## src/rtl/wb_drain_pkg.sv

```systemverilog
// Shared widths and types for the writeback drain buffer and register file.
// Pure declarations; no logic.
package wb_drain_pkg;
    localparam int WB_DEPTH = 2;
    localparam int REG_W    = 3;
    localparam int DATA_W   = 16;
    localparam int NUM_REGS = 1 << REG_W;
    localparam int CNT_W    = 2;

    typedef logic [REG_W-1:0]  regsel_t;
    typedef logic [DATA_W-1:0] data_t;
    typedef logic [CNT_W-1:0]  cnt_t;

    typedef struct packed {
        regsel_t regsel;
        data_t   data;
    } wb_entry_t;
endpackage

```

## src/rtl/wb_drain_fifo.sv

```systemverilog
// wb_fifo: two-entry in-order write buffer; head visible combinationally, 1-cycle push-to-head.
// Caller gates push/pop; flush wins over both and empties the buffer on the next edge.
module wb_fifo
    import wb_drain_pkg::*;
#(
    parameter int DEPTH = WB_DEPTH
) (
    input  logic      clk,
    input  logic      rst,
    input  logic      push,
    input  wb_entry_t push_entry,
    input  logic      pop,
    input  logic      flush,
    output cnt_t      count,
    output wb_entry_t head
);
    wb_entry_t mem [DEPTH];
    logic      wr_ptr;
    logic      rd_ptr;

    // Entry storage is left unreset; the top masks head whenever count is zero.
    always_ff @(posedge clk) begin
        if (push) begin
            mem[wr_ptr] <= push_entry;
        end
    end

    always_ff @(posedge clk or negedge rst) begin
        if (!rst) begin
            count  <= '0;
            wr_ptr <= 1'b0;
            rd_ptr <= 1'b0;
        end else if (flush) begin
            count  <= '0;
            wr_ptr <= 1'b0;
            rd_ptr <= 1'b0;
        end else begin
            if (push) begin
                wr_ptr <= ~wr_ptr;
            end
            if (pop) begin
                rd_ptr <= ~rd_ptr;
            end
            case ({push, pop})
                2'b10:   count <= count + cnt_t'(1);
                2'b01:   count <= count - cnt_t'(1);
                default: count <= count;
            endcase
        end
    end

    assign head = mem[rd_ptr];
endmodule

```

## src/rtl/wb_drain.sv

```systemverilog
// Writeback drain: buffers retiring register writes, drains one per cycle, reports RAW hazards.
// in_ready depends only on buffer occupancy; hold/flush stall or discard the drain side.
module wb_drain
    import wb_drain_pkg::*;
#(
    parameter int DEPTH = WB_DEPTH
) (
    input  logic        clk,
    input  logic        rst,
    input  logic        in_valid,
    output logic        in_ready,
    input  logic        in_wen,
    input  logic [2:0]  in_regsel,
    input  logic [15:0] in_data,
    input  logic        hold,
    input  logic        flush,
    output logic        write,
    output logic [2:0]  writeregsel,
    output logic [15:0] writedata,
    input  logic [2:0]  q1sel,
    input  logic [2:0]  q2sel,
    output logic        hazard1,
    output logic        hazard2,
    output logic        err
);
    cnt_t      count;
    wb_entry_t head;
    logic      push;
    logic      pop;
    logic      blocked;

    logic [NUM_REGS-1:0][CNT_W-1:0] pend;
    logic [NUM_REGS-1:0][CNT_W-1:0] pend_nxt;
    logic [NUM_REGS-1:0]            inc_vec;
    logic [NUM_REGS-1:0]            dec_vec;
    logic                           sb_bug;

    assign in_ready = (count < cnt_t'(DEPTH));
    assign push     = in_valid && in_ready && in_wen && !flush;
    assign pop      = (count != '0) && !hold && !flush;

    wb_fifo #(.DEPTH(DEPTH)) u_fifo (
        .clk        (clk),
        .rst        (rst),
        .push       (push),
        .push_entry ({in_regsel, in_data}),
        .pop        (pop),
        .flush      (flush),
        .count      (count),
        .head       (head)
    );

    assign write       = pop;
    assign writeregsel = (count != '0) ? head.regsel : '0;
    assign writedata   = (count != '0) ? head.data   : '0;

    // A write leaving the buffer this cycle is forwarded by the register-file bypass.
    assign hazard1 = pend[q1sel] > ((pop && (writeregsel == q1sel)) ? cnt_t'(1) : cnt_t'(0));
    assign hazard2 = pend[q2sel] > ((pop && (writeregsel == q2sel)) ? cnt_t'(1) : cnt_t'(0));

    always_comb begin
        pend_nxt = pend;
        inc_vec  = '0;
        dec_vec  = '0;
        sb_bug   = 1'b0;
        for (int i = 0; i < NUM_REGS; i++) begin
            inc_vec[i] = push && (in_regsel == regsel_t'(i));
            dec_vec[i] = pop && (writeregsel == regsel_t'(i));
            if (inc_vec[i] && !dec_vec[i]) begin
                pend_nxt[i] = pend[i] + cnt_t'(1);
                if (pend[i] >= cnt_t'(DEPTH)) begin
                    sb_bug = 1'b1;
                end
            end else if (dec_vec[i] && !inc_vec[i]) begin
                pend_nxt[i] = pend[i] - cnt_t'(1);
                if (pend[i] == '0) begin
                    sb_bug = 1'b1;
                end
            end
        end
    end

    always_ff @(posedge clk or negedge rst) begin
        if (!rst) begin
            pend <= '0;
        end else if (flush) begin
            pend <= '0;
        end else begin
            pend <= pend_nxt;
        end
    end

    // err fires one cycle after a refused offer is withdrawn.
    always_ff @(posedge clk or negedge rst) begin
        if (!rst) begin
            blocked <= 1'b0;
            err     <= 1'b0;
        end else begin
            blocked <= in_valid && !in_ready;
            err     <= blocked && !in_valid;
        end
    end

    a_pend_range: assert property (@(posedge clk) disable iff (!rst) !sb_bug);
endmodule

```

## config.mk

```make
export PLATFORM = sky130hd
export DESIGN_NAME = wb_drain
export DESIGN_NICKNAME = d
export VERILOG_FILES = /design/src/rtl/wb_drain_pkg.sv /design/src/rtl/wb_drain_fifo.sv /design/src/rtl/wb_drain.sv
export SDC_FILE = /design/constraint.sdc
export NUM_CORES = 1
export LEC_CHECK = 0
export CAP_MARGIN = 10
export CORE_MARGIN = 5
export CORE_UTILIZATION = 50
export CTS_CLUSTER_SIZE = 25
export DETAILED_ROUTE_END_ITERATION = 10
export GPL_ROUTABILITY_DRIVEN = 0
export PLACE_DENSITY_LB_ADDON = 0.2
export SLEW_MARGIN = 20
export SYNTH_ARGS = -nofsm -noshare
export SYNTH_HDL_FRONTEND = slang
export SYNTH_HIERARCHICAL = 1
export SYNTH_SLANG_ARGS = --single-unit
```

## constraint.sdc

```tcl
create_clock -name clk -period 9.3 [get_ports clk]
set_clock_uncertainty 0.1 [all_clocks]
set_input_delay 2.79 -clock clk [delete_from_list [all_inputs] [get_ports clk]]
set_output_delay 2.79 -clock clk [all_outputs]
set_load 0.1 [all_outputs]
```

==> impl_metrics.yaml, run 1 <==
run_status:
  status: "completed"
global_route:
  grtUsageMet2_pct: 29.2
  antenna_found_initial: 0
  grt_first_pass_wirelength_mm: 12.1
  grt_max_degree: 24
  grt.met3_usage_pct: 4.30
  grt_pass1_vias: 2333
  met1_usage_pct: 25.4
  grt.busiest_layer: "met2"
  grt_usage_pct: 18.6
  grt_remaining_overflow: 0
synth:
  synth_edf_count: 38
  synth_warnings: 6
  yosysMostFrequentCell: "edfxtp_1"
  ys_ff_latch: 60
  async_reset_ff_share_pct: 36.7
  synth_area_leaders: "edfxtp_1, dfrtp_1, mux4_2"
  syn_area_sq_um: 3300
  yosysUniqueCellTypes: 58
  syn_inst: 266
  syn-num-nets: 299
  synthFlopType: "edfxtp_1"
  seq_area_frac_synth_pct: 51.3
  synth_top_cell_by_area: "edfxtp_1"
  synth_common_cells: "edfxtp_1, dfrtp_1, and2_1"
  avgSynthCellArea_sq_um: 12.4
  synth_top_cell_area_share_pct: 34.6
drt:
  drc: 0
  drtIter0Drc: 233
  ant_nets: 0
  vias_per_cell: 5.94
  num_vias: 2370
  wl_per_cell_um: 18.6
  dr.pass1.iters: 4
  drt-total-wl_mm: 7.41
place:
  place_ws_ps: 1460
  dpl_cell_area_sq_um: 3870
  hpwl_mm: 5.16
  port-buffer-count: 54
  dp_cells: 383
floorplan:
  die_height_um: 91.2
  chipWidth_um: 91.2
  ioPinCount: 55
  core-area_sq_um: 6390
  rows: 29
  initial_utilization_pct: 51.6
  dieArea_sq_um: 8320
clock_tree:
  cts.reportedPaths.clkPinSlew_ps: 60
  cts_setup_buffers: 0
  hold_buffers: 0
  clkLatencyLatePin_ps: 320
  cts_root_buf: "clkbuf_8"
  cts_buffers: 9
  htreeDepth: 3
  cts_tree: "built"
  cts_sinks: 60
  clock_path_buffers: 2
  postCtsResizedCells: 0
setup_path:
  crit_chain: "clkdlybuf4s50_1 -> and3b_1 -> a21oi_1 -> or3_1 -> a21oi_1 -> ha_1 -> o21ai_1 -> buf_4"
  crit_type: "in -> out"
  reg2reg_slack_ps: 6180
  slowest_stage: "clkdlybuf4s50_1"
  max_stage_delay_ps: 710
  crit_top_cell: "a21oi_1"
  cp_data_required_time_ps: 6410
  rr_startpoint: "u_fifo/rd_ptr"
  critPathBufInv: 2
  setup.worst_path.end_class: "primary output"
  r2r_cells: 5
  arrival_ps: 4950
  critPathTopFamily: "buffers and inverters"
  cp-start-kind: "input pin"
  r2r_end: "pend[3]"
  critPathMaxFanout: 8
flow_run:
  maxCapViolCount: 0
power:
  finalPower_mw: 0.717
  p_leak_nw: 1.53
  power.density_nw_per_um2: 176
  peakVddDrop_v: 0.000189
cells_and_area:
  final_nets: 350
  n_antenna_cell: 0
  stdcell_count: 399
  drive_above_1_share_pct: 16.5
  seqCellArea_sq_um: 1690
  finish.utilization_pct: 63.9
  multi_input_comb_area_sq_um: 1510
  syn2layout_area_growth_pct: 23.8
  nFillCells: 497
  finalInstanceArea_sq_um: 4080
timing:
  drv_slew: 0
  fin_crit_ps: 7840
  fmaxAchievable_mhz: 128
  max-slew-margin-rel_pct: 33.6
  worst_slew_pin_slew_ps: 993
  rsz0062_at_grt: "false"
  setup_viol: 0
  worst_slack_ps: 1460
  min_period_over_period_pct: 84.3
  hold_violations: 0
worst_hold_path:
  min-delay-start: "blocked"
  min_delay_path_depth: 1
  hold_end: "err"
  min_path_type: "reg -> reg"
## metal layers
layer	wire length (um)	vias up
met5	0	-
met4	34	0
met3	485	4
met2	3640	76
met1	3250	1165
li1	-	1125
## cells in the final DEF, fill, tap and decap left out, types with 3 or more instances in the layout
master and n:
clkdlybuf4s50_1 50, edfxtp_1 38, dfrtp_1 22, and2_1 20, nor2_1 18, mux2_2 15, mux2i_1 12, clkbuf_8 10
mux4_2 8, nor3_1 8, nand2_1 6, xnor2_1 6, o21ai_0 6, inv_1 6, nor2b_1 5, buf_4 5
mux2_1 5, or3_1 4, nor4_1 4, nand3_1 4, a211oi_1 4, and3b_1 3, a21oi_1 3, o211ai_1 3
nand4_1 3, o31ai_1 3, a31o_2 3
## worst max-delay path by stage
stage | slack [ps] | end | depth (start not counted) | from
final | 1460 | hazard2 | 8 | q2sel[0]
after global routing | 1330 | hazard2 | 8 | flush
after detailed placement | 1460 | hazard2 | 8 | q2sel[0]
after floorplan | -70 | hazard2 | 6 | flush
after global placement | 1480 | hazard2 | 8 | q2sel[0]
after CTS | 1450 | hazard2 | 8 | q2sel[0]
## stage by stage
step           hold WS [ps]  TNS [ps]
3_5_place_dp            358         0
3_3_place_gp            362         0
5_1_grt                 417         0
6_report                365         0
4_1_cts                 370         0
2_1_floorplan           339     -71.6
## worst reg2reg max path: cells and delay by family (launching register included)
kind,cells,cell delay [ps]
multiplexers,3,890
flip-flops,1,950
AND/OR/NAND/NOR,2,1120
## cells by family after synthesis
| group | Yosys count | synth area share (%) |
|---|---|---|
| AND/OR/NAND/NOR | 95 | 17.4 |
| buffers and inverters | 22 | 3.07 |
| AO/OA/AOI/OAI | 38 | 8.65 |
| multiplexers | 40 | 15.9 |
| adder cells (fa/ha/maj) | 2 | 0.759 |
| flip-flops | 60 | 51.3 |
| XOR/XNOR | 9 | 2.85 |
## cell type report
class / count / area share [%]
multi-input cells: 184 / 37.0
flip-flops and latches: 60 / 41.5
inverters: 6 / 0.552
repair buffers: 56 / 13.3
clock inverters: 4 / 1.78
clock buffers: 12 / 3.56
well taps: 77 / 2.36
## sequential cells by signal (all words and copies together), names as in the netlist
name	cells
err	1
u_fifo/wr_ptr	1
u_fifo/mem	38
u_fifo/count	2
pend	16
u_fifo/rd_ptr	1
blocked	1
## power by group
part / total, mW / internal (mW) / switching (mW)
clock: 0.255 / 0.158 / 0.0973
sequential: 0.308 / 0.295 / 0.0129
combinational: 0.154 / 0.0517 / 0.103
total: 0.717 / 0.504 / 0.213
No activity file was read; power rests on OpenSTA's default activity.
==> inputs of run 2 (changes only) <==
==> constraint.sdc (replaced) <==
create_clock -name clk -period 7.4 [get_ports clk]
set_clock_uncertainty 0.1 [all_clocks]
set_input_delay 2.22 -clock clk [delete_from_list [all_inputs] [get_ports clk]]
set_output_delay 2.22 -clock clk [all_outputs]
set_load 0.1 [all_outputs]
==> run 2 against run 1 <==
Effect of this change: worst setup slack got worse by 700 ps; via count fell by 0.72%; design area rose by 0.95%; worst hold slack improved by 11 ps; utilization rose by 0.61 points; register-to-register slack got worse by 1600 ps; global-route usage rose by 0.88 points; largest cell class unchanged.
==> impl_metrics.yaml, run 2 (synthesized netlist as in run 1, its figures left out) <==
run_status:
  status: "completed"
timing:
  max-slew-margin-rel_pct: 32.6
  worst_slew_pin_slew_ps: 1010
  setup_viol: 0
  fmaxAchievable_mhz: 151
  finalSetupTns_ps: 0
  fin_crit_ps: 6640
  min_period_over_period_pct: 89.7
  hold_violations: 0
  drv_slew: 0
  rsz0062_at_grt: "false"
global_route:
  grt_pass1_vias: 2510
  grt_remaining_overflow: 0
  grt_usage_pct: 19.5
  grt_first_pass_wirelength_mm: 12.8
  antenna_found_initial: 0
  grt_max_degree: 24
cells_and_area:
  seqCellArea_sq_um: 1690
  layout_common_cells: "clkdlybuf4s50_1, edfxtp_1, dfrtp_1"
  syn2layout_area_growth_pct: 24.9
  final_common_cell: "clkdlybuf4s50_1"
  regMostFlops: "u_fifo/mem"
  multi_input_comb_area_sq_um: 1530
  stdcell_count: 399
  top_regs: "u_fifo/mem x38, pend x16, u_fifo/count x2"
  drive_above_1_share_pct: 17.7
  largest_register_ff_count: 38
  finalInstanceArea_sq_um: 4120
  nFillCells: 490
  final_nets: 350
  n_antenna_cell: 0
drt:
  wl_per_cell_um: 18.3
  ant_nets: 0
  drtIter0Drc: 226
  drc: 0
  num_vias: 2353
  vias_per_cell: 5.90
  drt-total-wl_mm: 7.29
  dr.pass1.iters: 4
power:
  p_leak_nw: 1.54
  peakVddDrop_v: 0.000186
  power.density_nw_per_um2: 219
floorplan:
  die_height_um: 91.2
  chipWidth_um: 91.2
  rows: 29
  core-area_sq_um: 6390
  initial_utilization_pct: 51.6
  dieArea_sq_um: 8320
  ioPinCount: 55
place:
  dpl_cell_area_sq_um: 3910
  hpwl_mm: 5.13
  port-buffer-count: 54
  dp_cells: 383
worst_hold_path:
  min_path_type: "reg -> reg"
  min_delay_path_depth: 1
clock_tree:
  postCtsResizedCells: 0
  clkLatencyLatePin_ps: 340
  hold_buffers: 0
  cts_root_buf: "clkbuf_8"
  htreeDepth: 3
  clock_path_buffers: 2
  cts_setup_buffers: 0
  cts_sinks: 60
  cts_tree: "built"
  cts_buffers: 9
  cts.reportedPaths.clkPinSlew_ps: 60
setup_path:
  crit_type: "in -> out"
  setup.worst_path.end_class: "primary output"
  r2r_cells: 3
  critPathMaxFanout: 8
  cp_data_required_time_ps: 5080
  cp-start-kind: "input pin"
  arrival_ps: 4320
flow_run:
  maxCapViolCount: 0
==> run 2: cell count changes in the layout (fill, tap and decap cells not counted), sizes merged <==
cell and change:
clkbuf -3, clkinvlp +2, clkinv +1
==> run 2: power by group <==
part           internal [mW]  switching, mW  total [mW]
Clock                  0.187          0.129       0.317
Sequential             0.371         0.0119       0.382
Combinational         0.0708          0.133       0.204
==> run 2: metal layers <==
metal,vias to the layer above,track usage (%),wire length (um)
met5,-,0,0
met4,0,7.95,121
met1,1152,25.8,3170
li1,1118,-,-
met3,12,4.79,422
met2,71,30.8,3580
==> run 2: critical path: stages <==
cell and delay, ps:
clkdlybuf4s50_1 710, and3b_1 220, a21oi_1 40, or3_1 350
a21oi_1 140, ha_1 260, o21ai_2 190, buf_12 190
==> run 2: final timing paths <==
check,end,slack (ps),start
worst max register to register,u_fifo/mem[0][15],4580,u_fifo/count[1]
min in group asynchronous,pend[9],1750,rst
worst max-delay path,hazard2,760,q2sel[0]
max in group asynchronous,blocked,5100,rst
worst min-delay path,err,380,blocked
worst min register to register,err,380,blocked
==> run 2: per-stage QoR <==
stage               setup WS, ps  util [%]  power (mW)  hold slack, ps
floorplan                    247         -       0.529             339
global placement             789      61.2       0.592             365
detailed placement           749      61.2       0.594             362
CTS                          743      64.6       0.911             384
global route                 591      64.5       0.944             415
finish                       764      64.5       0.903             376
==> run 2: layout make-up <==
class                           count  area share [%]
Clock buffer                        9            3.01
Inverter                            6           0.547
Timing Repair Buffer               56            13.8
Clock inverter                      7            2.22
Multi-Input combinational cell    184            37.0
Tap cell                           77            2.34
Sequential cell                    60            41.1
